===== src/rtl/modexp_controller_if.sv =====
// Handshake and datapath-control bundle between the host, the sequencer and the modexp datapath.
interface modexp_controller_if #(
    parameter int unsigned EXP_WIDTH = 16
);
    localparam int unsigned IDX_W = (EXP_WIDTH > 1) ? $clog2(EXP_WIDTH) : 1;

    logic                 start_valid;
    logic                 start_ready;
    logic [EXP_WIDTH-1:0] exponent;
    logic                 abort;
    logic                 initialize;
    logic                 en_square;
    logic                 en_multiply;
    logic                 en_modulo;
    logic [IDX_W-1:0]     bit_index;
    logic                 busy;
    logic                 done;
    logic                 done_ready;

    modport master (
        output start_valid, exponent, abort, done_ready,
        input  start_ready, initialize, en_square, en_multiply, en_modulo,
               bit_index, busy, done
    );

    modport slave (
        input  start_valid, exponent, abort, done_ready,
        output start_ready, initialize, en_square, en_multiply, en_modulo,
               bit_index, busy, done
    );
endinterface


===== src/rtl/modexp_controller.sv =====
// MSB-first square-and-multiply sequencer for the modular-exponentiation datapath.
// All outputs are flops loaded from the next-state decode, so they follow the state register exactly.
module modexp_controller #(
    parameter int unsigned EXP_WIDTH  = 16,
    parameter int unsigned MUL_CYCLES = 1,
    parameter int unsigned MOD_CYCLES = 1
) (
    input logic                clk,
    input logic                rst_n,
    modexp_controller_if.slave bus
);
    localparam int unsigned IDX_W   = (EXP_WIDTH > 1) ? $clog2(EXP_WIDTH) : 1;
    localparam int unsigned CNT_MAX = (MUL_CYCLES > MOD_CYCLES) ? MUL_CYCLES : MOD_CYCLES;
    localparam int unsigned CNT_W   = (CNT_MAX > 1) ? $clog2(CNT_MAX) : 1;

    localparam logic [2:0] S_IDLE    = 3'd0;
    localparam logic [2:0] S_INIT    = 3'd1;
    localparam logic [2:0] S_SQUARE  = 3'd2;
    localparam logic [2:0] S_SQ_MOD  = 3'd3;
    localparam logic [2:0] S_MULT    = 3'd4;
    localparam logic [2:0] S_MUL_MOD = 3'd5;
    localparam logic [2:0] S_DONE    = 3'd6;

    logic [2:0]           state_q, state_d;
    logic [CNT_W-1:0]     cnt_q, cnt_d;
    logic [IDX_W-1:0]     bit_q, bit_d;
    logic [EXP_WIDTH-1:0] exp_q, exp_d;
    logic                 mul_last;
    logic                 mod_last;
    logic                 bit_end;
    logic                 in_burst;

    assign mul_last = (cnt_q == CNT_W'(MUL_CYCLES - 1));
    assign mod_last = (cnt_q == CNT_W'(MOD_CYCLES - 1));

    // Next-state, sub-cycle counter and bit pointer.
    always_comb begin
        state_d  = state_q;
        bit_d    = bit_q;
        exp_d    = exp_q;
        bit_end  = 1'b0;
        cnt_d    = '0;
        in_burst = 1'b0;
        case (state_q)
            S_IDLE: begin
                if (bus.start_valid && bus.start_ready) begin
                    state_d = S_INIT;
                    exp_d   = bus.exponent;
                    bit_d   = IDX_W'(EXP_WIDTH - 1);
                end
            end
            S_INIT: begin
                state_d = (exp_q == '0) ? S_DONE : S_SQUARE;
            end
            S_SQUARE: begin
                in_burst = 1'b1;
                if (mul_last) state_d = S_SQ_MOD;
            end
            S_SQ_MOD: begin
                in_burst = 1'b1;
                if (mod_last) begin
                    if (exp_q[bit_q]) state_d = S_MULT;
                    else              bit_end = 1'b1;
                end
            end
            S_MULT: begin
                in_burst = 1'b1;
                if (mul_last) state_d = S_MUL_MOD;
            end
            S_MUL_MOD: begin
                in_burst = 1'b1;
                if (mod_last) bit_end = 1'b1;
            end
            S_DONE: begin
                if (bus.done_ready) state_d = S_IDLE;
            end
            default: state_d = S_IDLE;
        endcase

        // Bit 0 finishes the exponent without moving the pointer.
        if (bit_end) begin
            if (bit_q == '0) begin
                state_d = S_DONE;
            end else begin
                bit_d   = bit_q - 1'b1;
                state_d = S_SQUARE;
            end
        end

        if (bus.abort && (state_q != S_IDLE)) state_d = S_IDLE;

        if (in_burst && (state_d == state_q)) cnt_d = cnt_q + 1'b1;
    end

    always_ff @(posedge clk or negedge rst_n) begin
        if (!rst_n) begin
            state_q <= S_IDLE;
            cnt_q   <= '0;
            bit_q   <= '0;
            exp_q   <= '0;
        end else begin
            state_q <= state_d;
            cnt_q   <= cnt_d;
            bit_q   <= bit_d;
            exp_q   <= exp_d;
        end
    end

    assign bus.bit_index = bit_q;

    // Moore output flops decoded from the state being entered.
    always_ff @(posedge clk or negedge rst_n) begin
        if (!rst_n) begin
            bus.start_ready <= 1'b0;
            bus.initialize  <= 1'b0;
            bus.en_square   <= 1'b0;
            bus.en_multiply <= 1'b0;
            bus.en_modulo   <= 1'b0;
            bus.busy        <= 1'b0;
            bus.done        <= 1'b0;
        end else begin
            bus.start_ready <= (state_d == S_IDLE);
            bus.initialize  <= (state_d == S_INIT);
            bus.en_square   <= (state_d == S_SQUARE);
            bus.en_multiply <= (state_d == S_MULT);
            bus.en_modulo   <= (state_d == S_SQ_MOD) || (state_d == S_MUL_MOD);
            bus.busy        <= (state_d != S_IDLE) && (state_d != S_DONE);
            bus.done        <= (state_d == S_DONE);
        end
    end
endmodule


===== src/flat_wrapper.sv =====
// flat-port wrapper written by rule: the top's interface ports become plain ports
module modexp_controller_flat 
#(
    parameter int unsigned EXP_WIDTH  = 16,
    parameter int unsigned MUL_CYCLES = 1,
    parameter int unsigned MOD_CYCLES = 1
)
  (clk, rst_n, bus_start_valid, bus_exponent, bus_abort, bus_done_ready, bus_start_ready, bus_initialize, bus_en_square, bus_en_multiply, bus_en_modulo, bus_bit_index, bus_busy, bus_done);
  modexp_controller_if #(.EXP_WIDTH(EXP_WIDTH)) bus_i ();
  input logic clk;
  input logic rst_n;
  input wire logic [$bits(bus_i.start_valid)-1:0] bus_start_valid;
  input wire logic [$bits(bus_i.exponent)-1:0] bus_exponent;
  input wire logic [$bits(bus_i.abort)-1:0] bus_abort;
  input wire logic [$bits(bus_i.done_ready)-1:0] bus_done_ready;
  output wire logic [$bits(bus_i.start_ready)-1:0] bus_start_ready;
  output wire logic [$bits(bus_i.initialize)-1:0] bus_initialize;
  output wire logic [$bits(bus_i.en_square)-1:0] bus_en_square;
  output wire logic [$bits(bus_i.en_multiply)-1:0] bus_en_multiply;
  output wire logic [$bits(bus_i.en_modulo)-1:0] bus_en_modulo;
  output wire logic [$bits(bus_i.bit_index)-1:0] bus_bit_index;
  output wire logic [$bits(bus_i.busy)-1:0] bus_busy;
  output wire logic [$bits(bus_i.done)-1:0] bus_done;
  assign bus_i.start_valid = bus_start_valid;
  assign bus_i.exponent = bus_exponent;
  assign bus_i.abort = bus_abort;
  assign bus_i.done_ready = bus_done_ready;
  assign bus_start_ready = bus_i.start_ready;
  assign bus_initialize = bus_i.initialize;
  assign bus_en_square = bus_i.en_square;
  assign bus_en_multiply = bus_i.en_multiply;
  assign bus_en_modulo = bus_i.en_modulo;
  assign bus_bit_index = bus_i.bit_index;
  assign bus_busy = bus_i.busy;
  assign bus_done = bus_i.done;
  modexp_controller #(.EXP_WIDTH(EXP_WIDTH), .MUL_CYCLES(MUL_CYCLES), .MOD_CYCLES(MOD_CYCLES)) u_core (.clk(clk), .rst_n(rst_n), .bus(bus_i));
endmodule

===== config.mk =====
export PLATFORM = sky130hd
export DESIGN_NAME = modexp_controller_flat
export DESIGN_NICKNAME = d
export VERILOG_FILES = /design/src/rtl/modexp_controller_if.sv /design/src/rtl/modexp_controller.sv /design/src/flat_wrapper.sv
export SDC_FILE = /design/constraint.sdc
export NUM_CORES = 1
export LEC_CHECK = 0
export BUFFER_PORTS_ARGS = -buffer_cell sky130_fd_sc_hd__buf_2
export CAP_MARGIN = 20
export CORE_MARGIN = 8
export CORE_UTILIZATION = 58
export CTS_CLUSTER_SIZE = 14
export DETAILED_ROUTE_END_ITERATION = 10
export HOLD_SLACK_MARGIN = 0.06
export PLACE_DENSITY = 0.88
export SETUP_SLACK_MARGIN = 0.1
export SYNTH_ARGS = -nofsm -noshare
export SYNTH_HDL_FRONTEND = slang
export SYNTH_SLANG_ARGS = --single-unit

===== constraint.sdc =====
create_clock -name clk -period 3.4 [get_ports clk]
set_input_delay 0 -clock clk [delete_from_list [all_inputs] [get_ports clk]]
set_output_delay 0 -clock clk [all_outputs]
set_load 0.02 [all_outputs]

==> results_dict.tcl, run 1 <==
set metrics [dict create \
    first_iter_violations 38 \
    numCtsBuffers 5 \
    period_needed_ns 2.23 \
    grt_max_degree 32 \
    post-route-util_pct 74.1 \
    fin_nets 212 \
    firstDrtPassIters 4 \
    yosysWarnings 0 \
    endpoint_kind "flop" \
    num_vias 1260 \
    relSlewSlack_pct 56.1 \
    clk_latency_ns 0.33 \
    viasPerCell 5.68 \
    wl_per_cell_um 16.3 \
    finalHoldViolCount 0 \
    fin_crit_sh_pct 65.5 \
    synth_area_leaders "dfrtp_1 48%, mux2_2 11%, mux4_2 4.2%" \
    grt_first_pass_wirelength_um 6150 \
    synth-seq-area-share_pct 47.9 \
    cp_top_family "simple AND/OR/NAND/NOR gates" \
    peakVddDrop_v 0.000558 \
    async_flop_share_pct 100 \
    power.density_mw_per_mm2 760 \
    grt_pass1_vias 1329 \
    finalClockSkew_ns 0.00300 \
    cp.required_ns 3.66 \
    diodes 0 \
    ctsResizeCount 0 \
    wl_met1_um 1360 \
    ys_ff_latch 31 \
    synthDominantCellAreaShare_pct 47.9 \
    core_area_mm2 0.00271 \
    crit_buf_inv 1 \
    synth_ff_type "dfrtp_1" \
    rsz0062_at_grt "false" \
    critPathMaxStageDelay_ns 0.49 \
    maxSlewViolCount 0 \
    layout_common_cells "31 x buf_2, 31 x dfrtp_1, 18 x dlygate4sd3_1" \
    tightest_slew_ns 0.659 \
    hp-class "input pin to flop" \
    worst_path_most_repeated_cell "nor2_1" \
    cts_sinks 31 \
    pin_count 32 \
    synth_area_mm2 0.00162 \
    clk_pin_slew_worst_paths_ns 0.09 \
    cp_slowest_cell "dfrtp_1" \
    rows 19 \
    hpwl_um 2600 \
    crit_type "flop to flop" \
    antenna_found_initial 0 \
    top_layer "met4" \
    outcome "complete, no violations" \
    cts_tree "yes" \
    die_h_um 68.8 \
    finalSetupTns_ns 0 \
    clockBufferDepth 2 \
    power_leakage_nw 0.895 \
    synth_edf_count 0 \
    wirelength_um 3610 \
    place_congestion 0.894 \
    drive_gt1_share_pct 34.0 \
    syn-num-nets 163 \
    portBuffers 31 \
    max_clock_freq_mhz 449 \
    initial_utilization_pct 59.7 \
    synth.distinct_cells 40 \
    synth.avg_cell_area_um2 11.5 \
    track_usage_pct 17.7 \
    cp-start-kind "flop" \
    grt_overflow 0 \
    path_max_fanout 22 \
    arrival_ns 2.48 \
    cts_root_buf "clkbuf_4" \
    dr_wl_met2_um 1900 \
    nFillCells 188 \
    post_cts_buffers 0 \
    syn_to_final_growth_pct 24.0 \
    drc_errors 0 \
    die_w_um 68.8 \
    die_area_mm2 0.00474 \
    crit_chain "nor2_1 > nand3_1 > nor2_1 > buf_4 > o221ai_1 > and3_4 > nor3_2" \
    drtAntennaViolNets 0 \
    finalSetupViolCount 0 \
    cts_max_level 2 \
    max_cap_viol_count 0 \
    synth_top_cell_by_area "dfrtp_1" \
    dr_wl_met3_um 242 \
    synthCells 141 \
]
[timing repair]
item	in CTS	in global routing
hold buffers	18	0
endpoints found under the hold margin	48	0
endpoints found under the setup margin	0	0
[path summary, 6_finish.rpt]
path                                              from                                 to  slack [ns]  cells past startpoint
hold / removal                          bus_done_ready        u_core.state_q[1]$_DFF_PN0_        0.11                      4
hold reg to reg            u_core.exp_q[7]$_DFFE_PN0P_        u_core.exp_q[7]$_DFFE_PN0P_        0.55                      1
setup reg to reg           u_core.state_q[2]$_DFF_PN0_          u_core.bus.busy$_DFF_PN0_        1.17                      7
setup / recovery           u_core.state_q[2]$_DFF_PN0_          u_core.bus.busy$_DFF_PN0_        1.17                      7
max in group asynchronous                        rst_n  u_core.bus.bit_index[0]$_DFF_PN0_        2.75                      2
min in group asynchronous                        rst_n     u_core.bus.en_square$_DFF_PN0_        0.22                      2
[final cells by class]
type / instances / area (um2) / area share (%)
Inverter: 4 / 15.0 / 0.748
Clock buffer: 7 / 45.0 / 2.24
Multi-Input combinational cell: 98 / 786 / 39.1
Sequential cell: 31 / 776 / 38.6
Tap cell: 31 / 38.8 / 1.93
Timing Repair Buffer: 50 / 343 / 17.1
Clock inverter: 1 / 5.00 / 0.249
[worst reg2reg max path, stage by stage (launching register included)]
cell and delay (ns):
dfrtp_1 0.49, nor2_1 0.40, nand3_1 0.13, nor2_1 0.10
buf_4 0.28, o221ai_1 0.31, and3_4 0.28, nor3_2 0.16
[synth_stat cells (2+ instances only)]
cell type / count
nor2_1: 16
buf_2: 4
a21oi_1: 8
nand3b_1: 3
nor3b_1: 2
clkbuf_1: 2
o21a_1: 2
nor2b_1: 3
o221ai_1: 3
inv_1: 4
nand2_1: 6
dfrtp_1: 31
nor4_1: 3
mux2i_1: 5
nor3_1: 3
o21ai_0: 4
nand2b_1: 2
mux2_2: 16
mux4_2: 3
[state kept, by name, indices dropped and copies added (netlist names)]
name	count
u_core.bus.en_multiply	1
u_core.bus.bit_index	4
u_core.cnt_q	1
u_core.exp_q	16
u_core.bus.en_modulo	1
u_core.state_q	3
u_core.bus.initialize	1
u_core.bus.en_square	1
u_core.bus.busy	1
u_core.bus.done	1
u_core.bus.start_ready	1
[where the power goes]
part	leakage, nW	internal, mW	total [mW]	switching, mW
registers	0.367	0.518	0.660	0.142
clock network	0.0293	0.0805	0.206	0.125
logic	0.499	0.345	0.660	0.315
[metrics by stage]
| step | total power [mW] | setup slack, ns | cell area, um2 | hold slack [ns] | std cells |
|---|---|---|---|---|---|
| finish | 1.53 | 1.17 | 2010 | 0.110 | 222 |
| global route | 1.62 | 0.986 | 2010 | 0.111 | 222 |
| CTS | 1.53 | 1.17 | 2010 | 0.0930 | 222 |
| detailed placement | 1.31 | 1.21 | 1780 | 0.0743 | 196 |
| global placement | 1.27 | 1.29 | 1780 | 0.0611 | 196 |
| floorplan | 1.15 | 1.27 | 1620 | -0.296 | 141 |
[cells by family after synthesis]
family | count (synthesis) | synth area share [%]
flip-flops | 31 | 47.9
multiplexers | 25 | 19.3
XOR/XNOR | 2 | 1.08
adder cells (fa/ha/maj) | 1 | 0.773
AND/OR/NAND/NOR | 45 | 15.0
other | 1 | 0.232
buffers and inverters | 12 | 3.55
AO/OA/AOI/OAI | 24 | 12.1
[per-layer routing]
layer / global-route usage [%] / vias to the layer above
met5: 0 / -
met4: 9.77 / 0
met3: 5.49 / 11
met2: 31.5 / 47
met1: 18.3 / 597
li1: - / 605
Note: power is estimated with default switching activity, not from simulation.
==> run 2, diff against run 1 <==
--- a/config.mk
+++ b/config.mk
@@ -8,11 +8,11 @@
 export BUFFER_PORTS_ARGS = -buffer_cell sky130_fd_sc_hd__buf_2
 export CAP_MARGIN = 20
 export CORE_MARGIN = 8
-export CORE_UTILIZATION = 58
+export CORE_UTILIZATION = 54
 export CTS_CLUSTER_SIZE = 14
 export DETAILED_ROUTE_END_ITERATION = 10
 export HOLD_SLACK_MARGIN = 0.06
-export PLACE_DENSITY = 0.88
+export PLACE_DENSITY = 0.83
 export SETUP_SLACK_MARGIN = 0.1
 export SYNTH_ARGS = -nofsm -noshare
 export SYNTH_HDL_FRONTEND = slang
==> constraint.sdc (replaced) <==
create_clock -name clk -period 2.05 [get_ports clk]
set_input_delay 0 -clock clk [delete_from_list [all_inputs] [get_ports clk]]
set_output_delay 0 -clock clk [all_outputs]
set_load 0.02 [all_outputs]
==> results_dict.tcl, run 2 (same netlist as run 1, synthesis figures left out) <==
set metrics [dict create \
    reg2regPathDepth 6 \
    cp_top_family "multiplexers" \
    tightest_slew_ns 0.675 \
    multi_input_area_um2 823 \
    portBuffers 31 \
    dp.cells 203 \
    cts_tree "yes" \
    grt_pass1_vias 1417 \
    path_max_fanout 8 \
    relSlewSlack_pct 55.0 \
    crit_type "flop to flop" \
    numCtsBuffers 5 \
    setup_ws_ns -0.00000155 \
    rsz0062_at_grt "true" \
    initial_utilization_pct 54.8 \
    die_w_um 70.8 \
    endpoint_kind "flop" \
    die_area_mm2 0.00501 \
    grt_first_pass_wirelength_um 6310 \
    cts_sinks 31 \
    track_usage_pct 16.1 \
    holdPathStages 4 \
    crit_buf_inv 0 \
    power.density_mw_per_mm2 1250 \
    place_congestion 0.833 \
    drive_gt1_share_pct 41.0 \
    crit_chain "mux4_2 > mux2_4 > o22ai_4 > o311ai_4 > nand3b_1 > a21oi_2" \
    cp.required_ns 2.33 \
    antenna_found_initial 0 \
    grt_max_degree 32 \
    arrival_ns 2.33 \
    die_h_um 70.8 \
    stdcell_count 233 \
    first_iter_violations 78 \
    hpwl_um 2580 \
    drtAntennaViolNets 0 \
    clockBufferDepth 2 \
    syn_to_final_growth_pct 30.8 \
    diodes 0 \
    largest_register "u_core.exp_q" \
    grt_overflow 0 \
    crit_cells 6 \
    rows 20 \
    cts_root_buf "clkbuf_4" \
    ff_latch_area_um2 778 \
    clk_latency_ns 0.34 \
    drc_errors 0 \
    finalSetupViolCount 1 \
    maxSlewViolCount 0 \
    firstDrtPassIters 6 \
    final_common_cell "buf_2" \
    max_cap_viol_count 0 \
    viasPerCell 5.61 \
    pin_count 32 \
    hp-class "input pin to flop" \
    cp-start-kind "flop" \
    cp_slowest_cell "mux4_2" \
    layout_common_cells "31 x buf_2, 29 x dfrtp_1, 18 x dlygate4sd3_1" \
    nFillCells 205 \
    post-route-util_pct 71.7 \
    max_clock_freq_mhz 488 \
    fin_crit_sh_pct 100 \
    core_area_mm2 0.00295 \
    fin_nets 221 \
    power_leakage_nw 0.945 \
    largest_reg_flops 16 \
    clk_pin_slew_worst_paths_ns 0.09 \
    period_needed_ns 2.05 \
    finalSetupTns_ns -0.00000155 \
    finalHoldViolCount 0 \
    wl_per_cell_um 16.3 \
    critPathMaxStageDelay_ns 0.50 \
    outcome "finished, violations left" \
    cts_max_level 2 \
    num_vias 1308 \
    finalClockSkew_ns 0.00798 \
    wirelength_um 3800 \
    violations "negative setup slack" \
    peakVddDrop_v 0.000600 \
]
## run 2: cell types whose count changed in the layout (fill, tap and decap cells not counted), moves of 2 or more
cell	previous run	this run
a21oi_1	8	6
a21oi_2	0	2
buf_4	1	10
dfrtp_1	31	29
dfrtp_2	0	2
## run 2: worst min-delay path, stage by stage
cell and delay [ns]:
buf_2 0.09, o21ai_0 0.13, o311ai_4 0.14, nand2_1 0.07
## run 2: metrics by stage
step | cell area, um2 | total power [mW] | worst slack, ns | hold WS [ns]
2_1_floorplan | 1630 | 1.91 | 0.0252 | -0.296
3_3_place_gp | 1830 | 2.13 | 0.132 | 0.0644
3_5_place_dp | 1830 | 2.19 | 0.0675 | 0.0723
4_1_cts | 2060 | 2.57 | 0.0394 | 0.110
6_report | 2120 | 2.64 | -0.00000155 | 0.127
5_1_grt | 2120 | 2.80 | -0.0764 | 0.124
## run 2: layer usage
layer  up-vias  share of wire [%]  GRT usage (%)
li1        622                  -              -
met1       635                 39           16.0
met2        39                 53           28.3
met3        12                5.5           5.08
met4         0                3.1           10.6
met5         -                  0              0
## run 2: repair_timing
action / in CTS / in global routing
buffers inserted: 1 / 3
endpoints found under the setup margin: 7 / 11
resized for setup: 0 / 6
pin swaps: 1 / 4
hold endpoints to repair: 48 / 0
cloned: 0 / 0
hold buffers: 18 / 0
## run 2: area by class of cell
| cell class | instances | share of cell area (%) |
|---|---|---|
| Clock buffer | 7 | 2.13 |
| Tap cell | 33 | 1.95 |
| Timing Repair Buffer | 59 | 19.4 |
| Multi-Input combinational cell | 98 | 38.9 |
| Clock inverter | 1 | 0.236 |
| Inverter | 4 | 0.709 |
| Sequential cell | 31 | 36.7 |
## run 2: worst paths after layout
path | from | end | slack, ns
setup / recovery | u_core.bus.bit_index[1]$_DFF_PN0_ | u_core.bus.en_square$_DFF_PN0_ | -0.000002
min in group asynchronous | rst_n | u_core.exp_q[12]$_DFFE_PN0P_ | 0.23
hold reg to reg | u_core.exp_q[5]$_DFFE_PN0P_ | u_core.exp_q[5]$_DFFE_PN0P_ | 0.55
hold / removal | bus_done_ready | u_core.state_q[1]$_DFF_PN0_ | 0.13
setup reg to reg | u_core.bus.bit_index[1]$_DFF_PN0_ | u_core.bus.en_square$_DFF_PN0_ | -0.000002
max in group asynchronous | rst_n | u_core.bus.bit_index[0]$_DFF_PN0_ | 1.35
## run 2: report_power, final
part / internal (mW) / switching, mW
Clock: 0.133 / 0.200
Sequential: 0.862 / 0.225
Combinational: 0.642 / 0.575
